File: src/rtl/rfid_pkg.sv
// rtl/rfid_pkg.sv - shared RFID frame constants, parser states and drop codes
package rfid_pkg;

  localparam logic [7:0] RFID_SOF  = 8'hA5;
  localparam logic [7:0] CMD_CHECK = 8'h01;
  localparam logic [7:0] CMD_ADD   = 8'h02;

  typedef enum logic [2:0] {
    IDLE,
    CMD,
    LEN,
    DATA,
    CHK
  } parse_state_t;

  typedef enum logic [1:0] {
    ERR_NONE,
    ERR_CHK,
    ERR_LEN,
    ERR_TIMEOUT
  } err_code_t;

endpackage

File: src/rtl/frame_timer.sv
// rtl/frame_timer.sv - inter-byte idle timer that aborts a stalled frame
module frame_timer #(
  parameter int TIMEOUT_CYCLES = 100000
) (
  input  logic clk,
  input  logic rst_n,
  input  logic run,
  input  logic clear,
  output logic expired
);

  localparam int W = (TIMEOUT_CYCLES > 2) ? $clog2(TIMEOUT_CYCLES) : 1;
  localparam logic [W-1:0] LAST = W'(TIMEOUT_CYCLES - 1);

  logic [W-1:0] count_q, count_d;

  always_comb begin
    count_d = count_q;
    if (!run || clear) begin
      count_d = '0;
    end else if (count_q != LAST) begin
      count_d = count_q + 1'b1;
    end
  end

  always_ff @(posedge clk) begin
    if (!rst_n) begin
      count_q <= '0;
    end else begin
      count_q <= count_d;
    end
  end

  // A byte arriving on the expiry cycle takes priority over the abort.
  assign expired = run && !clear && (count_q == LAST);

endmodule

File: src/rtl/uid_frame_parser.sv
// rtl/uid_frame_parser.sv - SOF/CMD/LEN/UID/CHK byte-stream parser feeding the UID auth lookup
module uid_frame_parser
  import rfid_pkg::*;
#(
  parameter int UID_BYTES      = 4,
  parameter int TIMEOUT_CYCLES = 100000
) (
  input  logic                   clk,
  input  logic                   rst_n,
  input  logic [7:0]             rx_data,
  input  logic                   rx_valid,
  output logic [7:0]             cmd,
  output logic [UID_BYTES*8-1:0] uid,
  output logic                   valid,
  output logic                   frame_err,
  output logic [1:0]             err_code,
  output logic                   busy
);

  localparam int UID_W = UID_BYTES * 8;
  localparam int CNT_W = $clog2(UID_BYTES + 1);
  localparam logic [CNT_W-1:0] CNT_LAST = CNT_W'(UID_BYTES - 1);
  localparam logic [7:0] LEN_FULL = 8'(UID_BYTES);

  parse_state_t     state_q, state_d;
  logic [7:0]       cmd_stage_q, cmd_stage_d;
  logic [UID_W-1:0] uid_stage_q, uid_stage_d;
  logic [7:0]       chk_q, chk_d;
  logic [CNT_W-1:0] cnt_q, cnt_d;
  logic [7:0]       cmd_q, cmd_d;
  logic [UID_W-1:0] uid_q, uid_d;
  logic             valid_q, valid_d;
  logic             ferr_q, ferr_d;
  err_code_t        err_q, err_d;
  logic             expired;

  frame_timer #(
    .TIMEOUT_CYCLES(TIMEOUT_CYCLES)
  ) u_timer (
    .clk    (clk),
    .rst_n  (rst_n),
    .run    (state_q != IDLE),
    .clear  (rx_valid),
    .expired(expired)
  );

  always_comb begin
    state_d     = state_q;
    cmd_stage_d = cmd_stage_q;
    uid_stage_d = uid_stage_q;
    chk_d       = chk_q;
    cnt_d       = cnt_q;
    cmd_d       = cmd_q;
    uid_d       = uid_q;
    valid_d     = 1'b0;
    ferr_d      = 1'b0;
    err_d       = err_q;

    if (rx_valid) begin
      case (state_q)
        IDLE: begin
          if (rx_data == RFID_SOF) state_d = CMD;
        end
        CMD: begin
          cmd_stage_d = rx_data;
          uid_stage_d = '0;
          chk_d       = rx_data;
          state_d     = LEN;
        end
        LEN: begin
          chk_d = chk_q ^ rx_data;
          cnt_d = '0;
          if (rx_data == 8'd0) begin
            state_d = CHK;
          end else if (rx_data == LEN_FULL) begin
            state_d = DATA;
          end else begin
            ferr_d  = 1'b1;
            err_d   = ERR_LEN;
            state_d = IDLE;
          end
        end
        DATA: begin
          uid_stage_d = (uid_stage_q << 8) | UID_W'(rx_data);
          chk_d       = chk_q ^ rx_data;
          cnt_d       = cnt_q + 1'b1;
          if (cnt_q == CNT_LAST) state_d = CHK;
        end
        CHK: begin
          if (rx_data == chk_q) begin
            cmd_d   = cmd_stage_q;
            uid_d   = uid_stage_q;
            valid_d = 1'b1;
          end else begin
            ferr_d = 1'b1;
            err_d  = ERR_CHK;
          end
          state_d = IDLE;
        end
        default: state_d = IDLE;
      endcase
    end else if (expired) begin
      ferr_d  = 1'b1;
      err_d   = ERR_TIMEOUT;
      state_d = IDLE;
    end
  end

  always_ff @(posedge clk) begin
    if (!rst_n) begin
      state_q     <= IDLE;
      cmd_stage_q <= '0;
      uid_stage_q <= '0;
      chk_q       <= '0;
      cnt_q       <= '0;
      cmd_q       <= '0;
      uid_q       <= '0;
      valid_q     <= 1'b0;
      ferr_q      <= 1'b0;
      err_q       <= ERR_NONE;
    end else begin
      state_q     <= state_d;
      cmd_stage_q <= cmd_stage_d;
      uid_stage_q <= uid_stage_d;
      chk_q       <= chk_d;
      cnt_q       <= cnt_d;
      cmd_q       <= cmd_d;
      uid_q       <= uid_d;
      valid_q     <= valid_d;
      ferr_q      <= ferr_d;
      err_q       <= err_d;
    end
  end

  assign cmd       = cmd_q;
  assign uid       = uid_q;
  assign valid     = valid_q;
  assign frame_err = ferr_q;
  assign err_code  = err_q;
  assign busy      = (state_q != IDLE);

endmodule

File: config.mk
export PLATFORM = sky130hd
export DESIGN_NAME = uid_frame_parser
export DESIGN_NICKNAME = d
export VERILOG_FILES = /design/src/rtl/rfid_pkg.sv /design/src/rtl/frame_timer.sv /design/src/rtl/uid_frame_parser.sv
export SDC_FILE = /design/constraint.sdc
export NUM_CORES = 1
export LEC_CHECK = 0
export CAP_MARGIN = 20
export CORE_MARGIN = 4
export CORE_UTILIZATION = 59
export CTS_CLUSTER_DIAMETER = 30
export DETAILED_ROUTE_END_ITERATION = 10
export GPL_TIMING_DRIVEN = 1
export MAX_ROUTING_LAYER = met4
export PLACE_DENSITY = 0.82
export SKIP_LAST_GASP = 1
export SYNTH_ARGS = -nofsm -noshare
export SYNTH_HDL_FRONTEND = slang
export SYNTH_SLANG_ARGS = --single-unit
File: constraint.sdc
create_clock -name clk -period 5.23 [get_ports clk]
set_input_delay 1.046 -clock clk [delete_from_list [all_inputs] [get_ports clk]]
set_output_delay 1.046 -clock clk [all_outputs]
set_load 0.01 [all_outputs]
==> results of run 1 <==
==> worst paths after layout <==
path | from | end | cells past startpoint
worst max-delay path | state_q[0] | busy | 3
worst min-delay path | uid[29] | uid[29] | 2
worst min register to register | uid[29] | uid[29] | 2
worst max register to register | u_timer.count_q[0] | state_q[2] | 6
==> cell usage in the layout (no fill, tap or decap), types with 2 or more instances in the layout <==
cell type / synthesis / final
clkbuf_8: 0 / 4
clkbuf_16: 0 / 16
dfxtp_1: 115 / 115
nor3_1: 3 / 3
clkbuf_1: 30 / 3
nand3_1: 79 / 79
mux2i_1: 2 / 2
nor4b_1: 2 / 2
bufinv_16: 0 / 6
clkinv_2: 0 / 2
nand4_1: 9 / 9
a21oi_1: 44 / 44
nor2b_1: 4 / 3
a31oi_1: 2 / 2
inv_1: 2 / 2
nor2_1: 30 / 30
nand3b_1: 3 / 3
buf_4: 0 / 4
o21ai_1: 34 / 34
o21ai_0: 12 / 12
ha_1: 3 / 3
xor2_1: 18 / 18
xnor2_1: 11 / 11
or3_1: 4 / 4
and2_1: 4 / 4
clkdlybuf4s50_1: 0 / 54
and3_1: 3 / 3
nand2_1: 126 / 126
==> flip-flops by register name, summed over array words and instances (netlist names) <==
| name | flops |
|---|---|
| frame_err | 1 |
| u_timer.count_q | 17 |
| cmd | 8 |
| valid | 1 |
| err_code | 2 |
| uid_stage_q | 32 |
| chk_q | 8 |
| uid | 32 |
| state_q | 3 |
| cmd_stage_q | 8 |
| cnt_q | 3 |
==> layout make-up <==
cell class / count / share of cell area
clock buffer: 23 / 0.0807
clock inverter: 9 / 0.0344
inverter: 3 / 0.00195
multi-input combinational: 407 / 0.361
sequential: 115 / 0.398
tap: 99 / 0.0214
timing repair buffer: 60 / 0.102
==> power by group through the flow <==
stage          clock, mW  sequential (mW)  combinational (mW)
2_1_floorplan          0            0.897              0.0263
3_3_place_gp           0            0.897              0.0412
3_5_place_dp           0            0.897              0.0417
4_1_cts             1.30            0.879              0.0426
5_1_grt             1.35            0.878              0.0472
6_report            1.30            0.879              0.0434
==> routing by layer <==
metal  vias to the layer above  part of all wire  wire length [um]
met5                         -                 0                 0
met3                        21             0.071               761
met4                         0             0.018               188
met2                       148              0.48              5100
li1                       1998                 -                 -
met1                      1903              0.43              4640
==> stage by stage <==
step | power [mW] | setup slack (ns) | hold slack, ns | utilization
2_1_floorplan | 0.923 | 2.78 | 0.429 | -
3_3_place_gp | 0.938 | 1.78 | 0.438 | 0.692
3_5_place_dp | 0.939 | 1.71 | 0.445 | 0.692
4_1_cts | 2.22 | 2.13 | 0.452 | 0.783
5_1_grt | 2.27 | 2.05 | 0.465 | 0.785
6_report | 2.22 | 2.22 | 0.451 | 0.785
==> cell families after synthesis <==
kind of cell               Yosys count  share of synthesized area
DFF                                115                      0.504
muxes                                2                    0.00439
adders and majority gates            3                    0.00822
buffers and inverters               45                     0.0384
xor gates and xnor gates            29                     0.0556
AOI/OAI and AO/OA                   98                      0.113
and+or+nand+nor                    275                      0.276
==> critical path: cells and delay by family, from the launching register on <==
kind | cells | cell delay, ns
flops | 1 | 0.40
simple gates | 1 | 0.46
buf+inv | 2 | 0.60
==> run_results.csv, run 1 <==
group,metric,value,unit
synth,synth_cell_types,39,
synth,ys_seq_area_frac,0.504,
synth,synth_top_area_frac,0.504,
synth,synthMostInstantiatedCell,"nand2_1",
synth,synthTopCellsByCount,"nand2_1 (126), dfxtp_1 (115), nand3_1 (79)",
sta,finalClockSkew,0.00830,ns
clock_network,cts-resized-gates,0,
sta,finalCriticalPeriod,3.01,ns
global_routing,use_met1,0.322,
status,status,"finished clean",
sta,grt_setup_unrepaired,"no",
synth,synth_flop_cell,"dfxtp_1",
cells_and_area,final_area,5780,sq um
sta,slew_headroom,0.372,
synth,syn_inst,567,
clock_network,root_buffer,"clkbuf_8",
cells_and_area,nFillCells,482,
die,die_w,96.0,um
sta,tightest_slew,0.941,ns
route,drc,0,
global_routing,grtUsageTotal,0.257,
setup_path,cp_max_fo,10,
synth,synth_seq_cells,115,
route,viasPerCell,5.68,
clock_network,htree_levels,4,
global_routing,grt_max_degree,88,
setup_path,startpoint_type,"flip-flop",
route,via_count,4070,
setup_path,cp_data_arrival_time,1.96,ns
pwr,p_sw_frac,0.190,
pwr,power.leakage,1.95,nW
setup_path,cp_cell_sequence,"nor3_1 > inv_1 > clkdlybuf4s50_1",
clock_network,clk_pin_slew,0.05,ns
setup_path,worst_path_max_delay_cell,"clkdlybuf4s50_1",
die,start_util,0.619,
min_path,min_path_type,"flip-flop to flip-flop",
cells_and_area,diodes,0,
clock_network,cts_setup_buffers,0,
setup_path,cp-end-kind,"output port",
global_routing,antenna_found_initial,0,
route,drt_first_iter_violations,329,
synth,synth-edff-count,0,
pwr,max-vdd-ir-drop,289,uV
setup_path,worst_ep_required_time,4.18,ns
cells_and_area,regArea,2300,sq um
pwr,comb_power_share,0.020,
die,die_h,96.0,um
die,ios,56,
placement,portBuffers,55,
synth,synthArstFlopShare,0,
sta,hold_viol,0,
sta,max_freq,332,MHz
pwr,seq_power_share,0.396,
route,ant_nets,0,
pwr,p_switching,0.421,mW
sta,slew_violations,0,
route,dr.pass1.iters,5,
setup_path,path_class,"flip-flop to output port",
synth,synthTopCellsByArea,"dfxtp_1 (50%), nand2_1 (10%), nand3_1 (8.7%)",
setup_path,cpPeakStageDelay,0.50,ns
synth,synth_nets,581,
global_routing,met3_usage,0.0727,
clock_network,clkLatencyLatePin,0.51,ns
clock_network,clockBufferDepth,2,
placement,dp.cells,683,
clock_network,cts_buffers,17,
pwr,power_density,384,nW/um^2
cells_and_area,area_growth_syn_to_layout,26.7,%
synth,synth_top_area_cell,"dfxtp_1",
global_routing,overflow,0,
cells_and_area,nets,618,
pwr,internal-power,1.80,mW
synth,yosysWarnings,0,
placement,dpl-instance-area,5100,sq um
sta,setup_viol,0,
sta,fin_crit_sh,0.575,
die,row_count,31,
clock_network,cts.sinks,115,
global_routing,grt_busiest_layer,"met2",
route,wl_per_cell,14.9,um
sta,tns,0,ns
setup_path,r2r_slack,3.08,ns
pwr,p_clk_frac,0.584,
placement,gp_congestion,0.895,
global_routing,use_met2,0.397,
clock_network,postCtsHoldBufs,0,
run,maxCapViolCount,0,
synth,synth_area,4560,sq um
global_routing,grt_pass1_vias,3700,
synth,syn_avg_cell_area,8.05,sq um
cells_and_area,final_cells,716,
die,dieArea,9210,sq um
placement,hpwl,6.35,mm
die,coreArea,7370,sq um
route,totalWireLength,10.7,mm
clock_network,cts_tree,"done",
global_routing,grt_pass1_wl,17.8,mm
cells_and_area,multi_input_area,2090,sq um
cells_and_area,final_layout_size_suffix_gt1_frac,0.0681,
(Power assumes the default switching activity.)
==> run 2: changes to the inputs <==
Settings changed: CORE_UTILIZATION 59 to 50, PLACE_DENSITY 0.82 to 0.74.
Clock period 5.23 ns to 2.5 ns, I/O delays scaled along.
==> run_results.csv, run 2 (synthesis results as in run 1) <==
group,metric,value,unit
clock_network,clk_pin_slew,0.06,ns
sta,slew_violations,0,
route,drc,0,
pwr,p_sw_frac,0.218,
sta,grt_setup_unrepaired,"no",
die,die_h,104,um
clock_network,cts_buffers,17,
sta,finalClockSkew,0.0107,ns
setup_path,crit_buf_inv,2,
pwr,internal-power,3.40,mW
clock_network,cts_setup_buffers,0,
sta,tns,0,ns
route,dr.pass1.iters,5,
cells_and_area,area_growth_syn_to_layout,28.3,%
clock_network,clockBufferDepth,2,
clock_network,cts-resized-gates,0,
status,status,"finished clean",
sta,holdWs,0.423,ns
placement,dpl-instance-area,5260,sq um
die,die_w,104,um
sta,worst_slack,0.0727,ns
sta,setup_viol,0,
pwr,p_switching,0.948,mW
route,drt_first_iter_violations,206,
cells_and_area,diodes,0,
global_routing,grtUsageTotal,0.206,
placement,dp.cells,708,
placement,gp_congestion,0.860,
global_routing,grt_pass1_wl,18.0,mm
clock_network,postCtsHoldBufs,0,
setup_path,critical_path.top_delay_family,"buffers and inverters",
setup_path,cp_cell_sequence,"nor3_1 > inv_1 > clkdlybuf4s50_1",
global_routing,antenna_found_initial,0,
route,totalWireLength,10.5,mm
cells_and_area,nFillCells,719,
cells_and_area,final_common_cell,"nand2_1",
setup_path,cp_max_fo,10,
setup_path,worst_path_max_delay_cell,"clkdlybuf4s50_1",
setup_path,cp-end-kind,"output port",
sta,hold_viol,0,
cells_and_area,final_layout_size_suffix_gt1_frac,0.0934,
placement,portBuffers,55,
route,viasPerCell,5.44,
pwr,p_clk_frac,0.553,
cells_and_area,final_core_util,0.665,
route,ant_nets,0,
clock_network,cts.sinks,115,
pwr,finalPower,4.35,mW
die,ios,56,
clock_network,root_buffer,"clkbuf_8",
setup_path,path_class,"flip-flop to output port",
global_routing,grt_max_degree,88,
die,coreArea,8810,sq um
die,dieArea,10700,sq um
placement,dp_slack,0.0412,ns
sta,tightest_slew,0.819,ns
cells_and_area,nets,633,
pwr,comb_power_share,0.024,
sta,finalCriticalPeriod,2.43,ns
pwr,max-vdd-ir-drop,578,uV
pwr,power_density,742,nW/um^2
cells_and_area,final_cells,740,
clock_network,cts_tree,"done",
pwr,power.leakage,1.98,nW
global_routing,grt_pass1_vias,3890,
sta,fin_crit_sh,0.971,
route,via_count,4028,
cells_and_area,final_cell_mix,"nand2_1 (126), dfxtp_1 (115), nand3_1 (79)",
die,row_count,34,
run,maxCapViolCount,0,
setup_path,startpoint_type,"flip-flop",
min_path,min_path_type,"input port to flip-flop",
setup_path,cpPeakStageDelay,0.49,ns
pwr,seq_power_share,0.423,
die,start_util,0.518,
route,wl_per_cell,14.2,um
clock_network,clkLatencyLatePin,0.51,ns
cells_and_area,final_area,5850,sq um
setup_path,worst_ep_required_time,2.00,ns
setup_path,cp_data_arrival_time,1.93,ns
sta,max_freq,412,MHz
clock_network,htree_levels,4,
global_routing,overflow,0,
placement,hpwl,6.74,mm
sta,slew_headroom,0.454,
## run 2: changes by cell type in the layout (fill, tap and decap cells not counted)
cell | previous run | this run
buf_12 | 0 | 2
buf_4 | 4 | 18
buf_8 | 1 | 0
bufinv_16 | 6 | 3
clkbuf_1 | 3 | 1
clkbuf_8 | 4 | 1
clkinv_2 | 2 | 1
clkinv_4 | 1 | 3
clkinvlp_4 | 0 | 4
inv_6 | 0 | 3
## run 2: worst reg2reg max path: stages, from the launching register on
cell and delay, ns:
dfxtp_1 0.39, ha_1 0.21, and4_1 0.30, nand4_1 0.17, or3_1 0.43, nand2_1 0.16, mux2i_1 0.22
## run 2: path summary, 6_finish.rpt
| kind | from | endpoint | slack, ns | cells past startpoint |
|---|---|---|---|---|
| max | state_q[0] | busy | 0.07 | 3 |
| min | rst_n | uid_stage_q[18] | 0.42 | 3 |
| max reg2reg | u_timer.count_q[0] | state_q[2] | 0.54 | 6 |
| min reg2reg | cmd_stage_q[5] | cmd[5] | 0.45 | 2 |
## run 2: per-layer routing
| layer | vias up | routed length (um) | track usage |
|---|---|---|---|
| met5 | - | 0 | - |
| met4 | 0 | 160 | 0.0741 |
| met3 | 20 | 559 | 0.0597 |
| met2 | 107 | 5160 | 0.328 |
| met1 | 1863 | 4630 | 0.252 |
| li1 | 2038 | - | - |
## run 2: layout make-up
| class | count | area, sq um | area share |
|---|---|---|---|
| clock buffers | 18 | 418 | 0.0714 |
| multi-input cells | 407 | 2090 | 0.357 |
| repair buffers | 75 | 721 | 0.123 |
| well taps | 108 | 135 | 0.0231 |
| inverters | 3 | 11.3 | 0.00192 |
| clock inverters | 14 | 178 | 0.0303 |
| flip-flops and latches | 115 | 2300 | 0.393 |
## run 2: power by group through the flow
stage	logic, mW	clock network, mW	registers, mW
5_1_grt	0.113	2.52	1.84
2_1_floorplan	0.0550	0	1.88
3_3_place_gp	0.102	0	1.88
6_report	0.103	2.40	1.84
3_5_place_dp	0.103	0	1.88
4_1_cts	0.103	2.43	1.84
